==> src/rtl/windowed_integrator_if.sv <==
// windowed_integrator_if
//   Bundles the sample stream and the result signals of windowed_integrator.
//   clk and reset stay plain ports on the block.
//   Signals:
//     clear    : window abort request (master -> slave)
//     x_valid  : x carries a sample this cycle (master -> slave)
//     x        : unsigned sample, XW bits (master -> slave)
//     y        : result of the last completed window, ACCW bits (slave -> master)
//     y_valid  : one-cycle pulse marking a new y (slave -> master)
//     ovf      : the window reported on y overflowed (slave -> master)
//     busy     : a window is partially filled (slave -> master)
//   Modports: master drives samples, slave is the integrator.
interface windowed_integrator_if #(
  parameter int XW   = 4,
  parameter int ACCW = 13
);
  logic            clear;
  logic            x_valid;
  logic [XW-1:0]   x;
  logic [ACCW-1:0] y;
  logic            y_valid;
  logic            ovf;
  logic            busy;

  modport master (
    output clear, x_valid, x,
    input  y, y_valid, ovf, busy
  );

  modport slave (
    input  clear, x_valid, x,
    output y, y_valid, ovf, busy
  );
endinterface

==> src/rtl/windowed_integrator.sv <==
// windowed_integrator
//   Accumulates x*COEF over windows of WIN accepted samples and reports the
//   window sum on y with a one-cycle y_valid pulse, one clock after the last
//   sample. Accumulation either saturates at 2^ACCW-1 (SAT=1) or wraps
//   modulo 2^ACCW (SAT=0); ovf flags a window whose exact sum exceeded ACCW.
//   Ports:
//     clk   : clock, rising edge
//     reset : synchronous active-high reset (beats clear and x_valid)
//     bus   : windowed_integrator_if slave (clear, x_valid, x -> y, y_valid,
//             ovf, busy)
module windowed_integrator #(
  parameter int XW   = 4,
  parameter int COEF = 25,
  parameter int WIN  = 8,
  parameter int ACCW = 13,
  parameter int SAT  = 1
) (
  input  logic                   clk,
  input  logic                   reset,
  windowed_integrator_if.slave   bus
);

  // Exact product width, and a sum width with one spare bit above the larger
  // of accumulator and product so acc + p never loses its carry.
  localparam int PW = XW + $clog2(COEF + 1);
  localparam int SW = ((ACCW > PW) ? ACCW : PW) + 1;
  localparam int CW = (WIN > 1) ? $clog2(WIN) : 1;

  localparam logic [SW-1:0] COEF_W  = SW'(COEF);
  localparam logic [SW-1:0] MAX_W   = {{(SW-ACCW){1'b0}}, {ACCW{1'b1}}};
  localparam logic [CW-1:0] LAST_CNT = CW'(WIN - 1);

  typedef enum logic [0:0] {IDLE, ACCUM} state_t;

  state_t          state_q,    state_d;
  logic [ACCW-1:0] acc_q,      acc_d;
  logic [CW-1:0]   cnt_q,      cnt_d;
  logic            oflag_q,    oflag_d;
  logic [ACCW-1:0] y_q,        y_d;
  logic            y_valid_q,  y_valid_d;
  logic            ovf_q,      ovf_d;

  logic [SW-1:0]   prod;
  logic [SW-1:0]   sum;
  logic            sum_over;
  logic [ACCW-1:0] acc_next;

  always_comb begin
    prod     = {{(SW-XW){1'b0}}, bus.x} * COEF_W;
    sum      = {{(SW-ACCW){1'b0}}, acc_q} + prod;
    sum_over = (sum > MAX_W);
    if (sum_over && (SAT != 0)) begin
      acc_next = {ACCW{1'b1}};
    end else begin
      acc_next = sum[ACCW-1:0];
    end
  end

  always_comb begin
    state_d   = state_q;
    acc_d     = acc_q;
    cnt_d     = cnt_q;
    oflag_d   = oflag_q;
    y_d       = y_q;
    ovf_d     = ovf_q;
    y_valid_d = 1'b0;

    if (bus.clear) begin
      // Abort drops the partial window; y and ovf keep the last report.
      state_d = IDLE;
      acc_d   = '0;
      cnt_d   = '0;
      oflag_d = 1'b0;
    end else if (bus.x_valid) begin
      if (cnt_q == LAST_CNT) begin
        // Closing sample: publish and restart in the same edge.
        y_d       = acc_next;
        ovf_d     = oflag_q | sum_over;
        y_valid_d = 1'b1;
        state_d   = IDLE;
        acc_d     = '0;
        cnt_d     = '0;
        oflag_d   = 1'b0;
      end else begin
        state_d = ACCUM;
        acc_d   = acc_next;
        cnt_d   = cnt_q + CW'(1);
        oflag_d = oflag_q | sum_over;
      end
    end
  end

  always_ff @(posedge clk) begin
    if (reset) begin
      state_q   <= IDLE;
      acc_q     <= '0;
      cnt_q     <= '0;
      oflag_q   <= 1'b0;
      y_q       <= '0;
      y_valid_q <= 1'b0;
      ovf_q     <= 1'b0;
    end else begin
      state_q   <= state_d;
      acc_q     <= acc_d;
      cnt_q     <= cnt_d;
      oflag_q   <= oflag_d;
      y_q       <= y_d;
      y_valid_q <= y_valid_d;
      ovf_q     <= ovf_d;
    end
  end

  assign bus.y       = y_q;
  assign bus.y_valid = y_valid_q;
  assign bus.ovf     = ovf_q;
  assign bus.busy    = (state_q == ACCUM);

endmodule

==> src/flat_wrapper.sv <==
// flat-port wrapper written by rule: the top's interface ports become plain ports
module windowed_integrator_flat 
#(
  parameter int XW   = 4,
  parameter int COEF = 25,
  parameter int WIN  = 8,
  parameter int ACCW = 13,
  parameter int SAT  = 1
)
  (clk, reset, bus_clear, bus_x_valid, bus_x, bus_y, bus_y_valid, bus_ovf, bus_busy);
  windowed_integrator_if #(.XW(XW), .ACCW(ACCW)) bus_i ();
  input  logic clk;
  input  logic reset;
  input wire logic [$bits(bus_i.clear)-1:0] bus_clear;
  input wire logic [$bits(bus_i.x_valid)-1:0] bus_x_valid;
  input wire logic [$bits(bus_i.x)-1:0] bus_x;
  output wire logic [$bits(bus_i.y)-1:0] bus_y;
  output wire logic [$bits(bus_i.y_valid)-1:0] bus_y_valid;
  output wire logic [$bits(bus_i.ovf)-1:0] bus_ovf;
  output wire logic [$bits(bus_i.busy)-1:0] bus_busy;
  assign bus_i.clear = bus_clear;
  assign bus_i.x_valid = bus_x_valid;
  assign bus_i.x = bus_x;
  assign bus_y = bus_i.y;
  assign bus_y_valid = bus_i.y_valid;
  assign bus_ovf = bus_i.ovf;
  assign bus_busy = bus_i.busy;
  windowed_integrator #(.XW(XW), .COEF(COEF), .WIN(WIN), .ACCW(ACCW), .SAT(SAT)) u_core (.clk(clk), .reset(reset), .bus(bus_i));
endmodule
==> config.mk <==
export PLATFORM = sky130hd
export DESIGN_NAME = windowed_integrator_flat
export DESIGN_NICKNAME = d
export VERILOG_FILES = /design/src/rtl/windowed_integrator_if.sv /design/src/rtl/windowed_integrator.sv /design/src/flat_wrapper.sv
export SDC_FILE = /design/constraint.sdc
export NUM_CORES = 1
export LEC_CHECK = 0
export CAP_MARGIN = 0
export CORE_MARGIN = 1
export CORE_UTILIZATION = 40
export CTS_CLUSTER_DIAMETER = 200
export DETAILED_ROUTE_END_ITERATION = 7
export GPL_TIMING_DRIVEN = 0
export HOLD_SLACK_MARGIN = 0.12
export SYNTH_ARGS = -nofsm -noshare
export SYNTH_HDL_FRONTEND = slang
export SYNTH_SLANG_ARGS = --single-unit
export TNS_END_PERCENT = 10
==> constraint.sdc <==
create_clock -name clk -period 4.2 [get_ports clk]
set_input_delay 0.84 -clock clk [delete_from_list [all_inputs] [get_ports clk]]
set_output_delay 0.84 -clock clk [all_outputs]
set_load 0.05 [all_outputs]
# Word-level counts from Yosys, hierarchy flattened

Cells that the tools add are included.

Bits in latches: 0
Flip-flop bits (word level): 33
Memories kept: 0
Bits in read-only memories: 0
RAM bits: 0
Logic and storage cells: 24
Input port bits: 8
Output and inout port bits: 16

Multiply operators: 1
Bitwise logic cells: 3
Reductions and logical operators: 3
Order comparisons: 1
Div/mod/pow operators: 0
Muxes and demuxes: 6
Equality and inequality tests: 1
Shift operators: 0
Add/subtract/negate cells: 2

Operators by type and width:

| kind                   | count |
|---|---|
| $mux W13               | 2 |
| $add A13 B9 Y14        | 1 |
| $gt A14 B13 Y1 const B | 1 |
| $mul A4 B5 Y9 const B  | 1 |
| $add A3 B1 Y3 const B  | 1 |
| $eq A3 B3 Y1 const B   | 1 |
| $mux W1                | 3 |
| $mux W3                | 1 |
| $reduce_and A3 Y1      | 1 |
| $reduce_or A3 Y1       | 1 |
| $not A1 Y1             | 2 |
| $reduce_or A2 Y1       | 1 |
| $or A1 B1 Y1           | 1 |

# Depth between registers and ports, before layout

Depth after elaboration: 5
Depth in mapped cells: 12
Depth with buffers taken out: 11

# Worst setup path before layout

Ideal clock, no wire load.

Kind: input port to flip-flop
From: in bus_x[2]
To: reg u_core.y_q[5], in the netlist u_core.bus.y[5]
Data required time: 4,062 ps
Path buffers: 1
Stages: 12
Setup time: 138 ps
Arrival: 3,161 ps
Path slack: 900 ps
Cell sequence: inv_1 > ha_1 > inv_1 > ha_1 > fa_1 > ha_1 > o211a_1 > nor3_1 > a31oi_2 > buf_6 > a22oi_2 > a211oi_2

Word-level cells in the longest chain between the ends: 4

RTL lines:

| element              | RTL line                   | text |
|---|---|---|
| from (decl)          | flat_wrapper.sv:16         | `input wire logic [$bits(bus_i.x)-1:0] bus_x;` |
| $mul A4 B5 Y9 *      | windowed_integrator.sv:49  | `prod = {{(SW-XW){1'b0}}, bus.x} * COEF_W;` |
| $add A13 B9 Y14 *    | windowed_integrator.sv:50  | `sum = {{(SW-ACCW){1'b0}}, acc_q} + prod;` |
| $gt A14 B13 Y1       | windowed_integrator.sv:51  | `sum_over = (sum > MAX_W);` |
| $mux W13 *           | windowed_integrator.sv:52  | `if (sum_over && (SAT != 0)) begin` |
| to (signal assigned) | windowed_integrator.sv:107 | `y_q <= y_d;` |
| to (decl)            | windowed_integrator.sv:39  | `logic [ACCW-1:0] y_q, y_d;` |

Every way passes the cells marked *; elsewhere a longest branch is shown, timed or not.
A chain may end at the register's enable or synchronous reset.

# Worst setup path after layout

From: in bus_x[2]
To: reg u_core.y_q[6], in the netlist u_core.bus.y[6]

The elaborated chain is that of the path after synthesis.

==> reports/summary.txt <==
Crit path max fanout: 7
Die height: 75.0 um
Seq/Total Area, Yosys: 0.310
Pwr/cell area: 292 nW/um2
Crit Reg-Reg Startpoint: u_core.acc_q[7]
H-tree depth: 2
#FFs+latches synth: 33
CTS tree: done
Cell taking the most area after synthesis: dfxtp_1
Post-detail-place hpwl: 3670 um
Crit path time final: 3.96 ns
Synth unique cells: 55
Clk_skew: 0.00697 ns
Hold_buf cts: 0
Crit path DAT: 4.11 ns
Syn Nets: 273
Vias/cell: 5.36
Post-Synthesis Cells: 238
Max clock buf depth: 2
Seq pwr share: 0.439
Share of power burned in combinational logic: 0.235
DR iter-0 viols: 61
GRT Resource Usage Total: 0.194
# Max-Cap Violations: 0
Vias in the first global route: 1679
Static leakage: 1.01 nW
Worst EP required: 4.35 ns
Final hold vios: 0
Post-synth EDFFs: 0
Sw power: 231 uW
Max Fclk: 0.252 GHz
IO Count: 24
Final WL: 4960 um
Post_cts resized: 0
Routed length per instance: 14.7 um
Start point of the critical path: bus_x[2]
DRT antenna net count: 0
Port Buf Inserts: 22
Core box area: 5110 um2
Critical Path End: u_core.bus.y[6]
Sink Count: 33
R2r setup slk: 1.56 ns
Post-synth top area share: 0.310
Peak supply drop: 0.000177 V
CTS root buffer: clkbuf_8
Largest net degree at the start of global routing: 11
Grt total ovfl: 0
Ys async rst share: 0
Via count: 1810
Setup CP Type: input port to flop
Hold slack: 0.456 ns
Internal: 505 uW
Clk_lat worst skew: 0.29 ns
HP Class: flop to flop
Main flop type after synthesis: dfxtp_1
Hold Path Stages: 2
Crit share post-route: 0.943
First-pass GRT wire length: 7980 um
Design Power: 736 uW
Top cells by count, synth: 33 x dfxtp_1, 25 x nor2_1, 23 x ha_1, 18 x nand2_1
FF-to-FF path depth: 7
Initial Util: 0.417
Rel. slew slack: 0.463
Residual DRC: 0
Setup bufs post-CTS: 0
Synth Cell Area: 2130 um2
Row count: 26
Sw Share: 0.314
Area of the die: 5630 um2
Reg-to-Reg End: u_core.bus.y[6]
Initial antenna violation count: 0
Die Span X: 75.0 um
Cell with the most instances after synthesis: dfxtp_1
1st-pass router iterations: 4
Post-layout net count: 302
Clk network pwr share: 0.326
Reg clk slew, reported paths: 0.08 ns
Setup violations, final: 0
Critical path endpoint category: flop
CTS Buf Count: 5
GPL Wtd Cong: 0.836
YS warnings: 0
Unrepaired setup endpoints after global routing: no
Syn Area/Cell: 8.96 um2
Type of origin of the critical path: input port
Ratio of cells with drive above 1 in the final layout: 0.104
Worst-Margin Slew: 0.802 ns
Fin. max-slew vios: 0
Synth area leaders: dfxtp_1 31%, ha_1 13%, nor2_1 4.4%
Status: finished, final reports clean
Final Util: 0.494
Area Overhead vs Synth: 18.3%
# diodes: 0
critical path: stages:
cell	delay, ns
clkdlybuf4s50_1	0.58
inv_1	0.07
ha_1	0.27
inv_1	0.04
ha_1	0.19
fa_1	0.44
ha_1	0.40
o211a_1	0.27
nor3_1	0.28
a31oi_2	0.12
a211oi_1	0.45
a211oi_1	0.14
power groups by stage:
stage	Sequential (mW)	Clock (mW)	Combinational [mW]
after CTS	0.323	0.249	0.174
after floorplan	0.331	0	0.128
final	0.323	0.240	0.173
after global routing	0.324	0.258	0.194
after detailed placement	0.331	0	0.173
after global placement	0.330	0	0.171
worst min-delay path by stage:
stage | from | to | slack [ns]
after CTS | u_core.acc_q[5] | u_core.acc_q[5] | 0.47
final | u_core.acc_q[5] | u_core.acc_q[5] | 0.46
after global placement | u_core.acc_q[5] | u_core.acc_q[5] | 0.44
after global routing | u_core.oflag_q | u_core.oflag_q | 0.49
after floorplan | u_core.acc_q[5] | u_core.acc_q[5] | 0.43
after detailed placement | u_core.acc_q[5] | u_core.acc_q[5] | 0.45
cells by family (layout without fill, tap and decap cells):
| family | Yosys count | after routing | share of synthesized area |
|---|---|---|---|
| and+or+nand+nor | 76 | 76 | 0.175 |
| AOI/OAI and AO/OA | 71 | 71 | 0.262 |
| DFF | 33 | 33 | 0.310 |
| adders and majority gates | 27 | 27 | 0.173 |
| buffers and inverters | 24 | 54 | 0.0487 |
| muxes | 4 | 4 | 0.0194 |
| xor gates and xnor gates | 3 | 3 | 0.0123 |
layout make-up:
| type | instances | area, um2 |
|---|---|---|
| Buffer | 11 | 55.1 |
| Clock buffer | 6 | 72.6 |
| Clock inverter | 2 | 10.0 |
| Fill cell | 530 | 2580 |
| Inverter | 13 | 48.8 |
| Multi-Input combinational cell | 181 | 1370 |
| Sequential cell | 33 | 661 |
| Tap cell | 70 | 87.6 |
| Timing Repair Buffer | 22 | 220 |
cells in the final DEF, fill, tap and decap left out, drive strengths merged, types with 5 or more instances in the layout:
cell type,instances
a21oi,13
nor2,25
ha,23
o211ai,5
buf,5
o21ai,13
clkdlybuf4s50,22
nand2,19
a211oi,13
inv,13
clkbuf,12
nand2b,6
a31oi,5
dfxtp,33
registers in the layout, indices dropped and copies added, names as in the netlist:
name and cells:
u_core.bus.busy 1, u_core.cnt_q 3, u_core.bus.y 13, u_core.acc_q 13, u_core.bus.y_valid 1, u_core.oflag_q 1
u_core.bus.ovf 1
through the flow:
step | setup TNS [ns] | cells | setup WS [ns] | cell area [um2]
floorplan | 0 | 238 | 0.900 | 2130
global placement | -0.0784 | 330 | -0.0470 | 2440
detailed placement | -0.224 | 330 | -0.0779 | 2440
CTS | 0 | 338 | 0.219 | 2520
global route | 0 | 338 | 0.0925 | 2520
finish | 0 | 338 | 0.240 | 2520
routing by layer:
metal,up-vias,track usage,part of all wire
li1,923,-,-
met1,849,0.249,0.47
met2,32,0.327,0.48
met3,6,0.0428,0.037
met4,0,0.0524,0.0099
met5,-,0,0
Note: power is estimated with default switching activity, not from simulation.
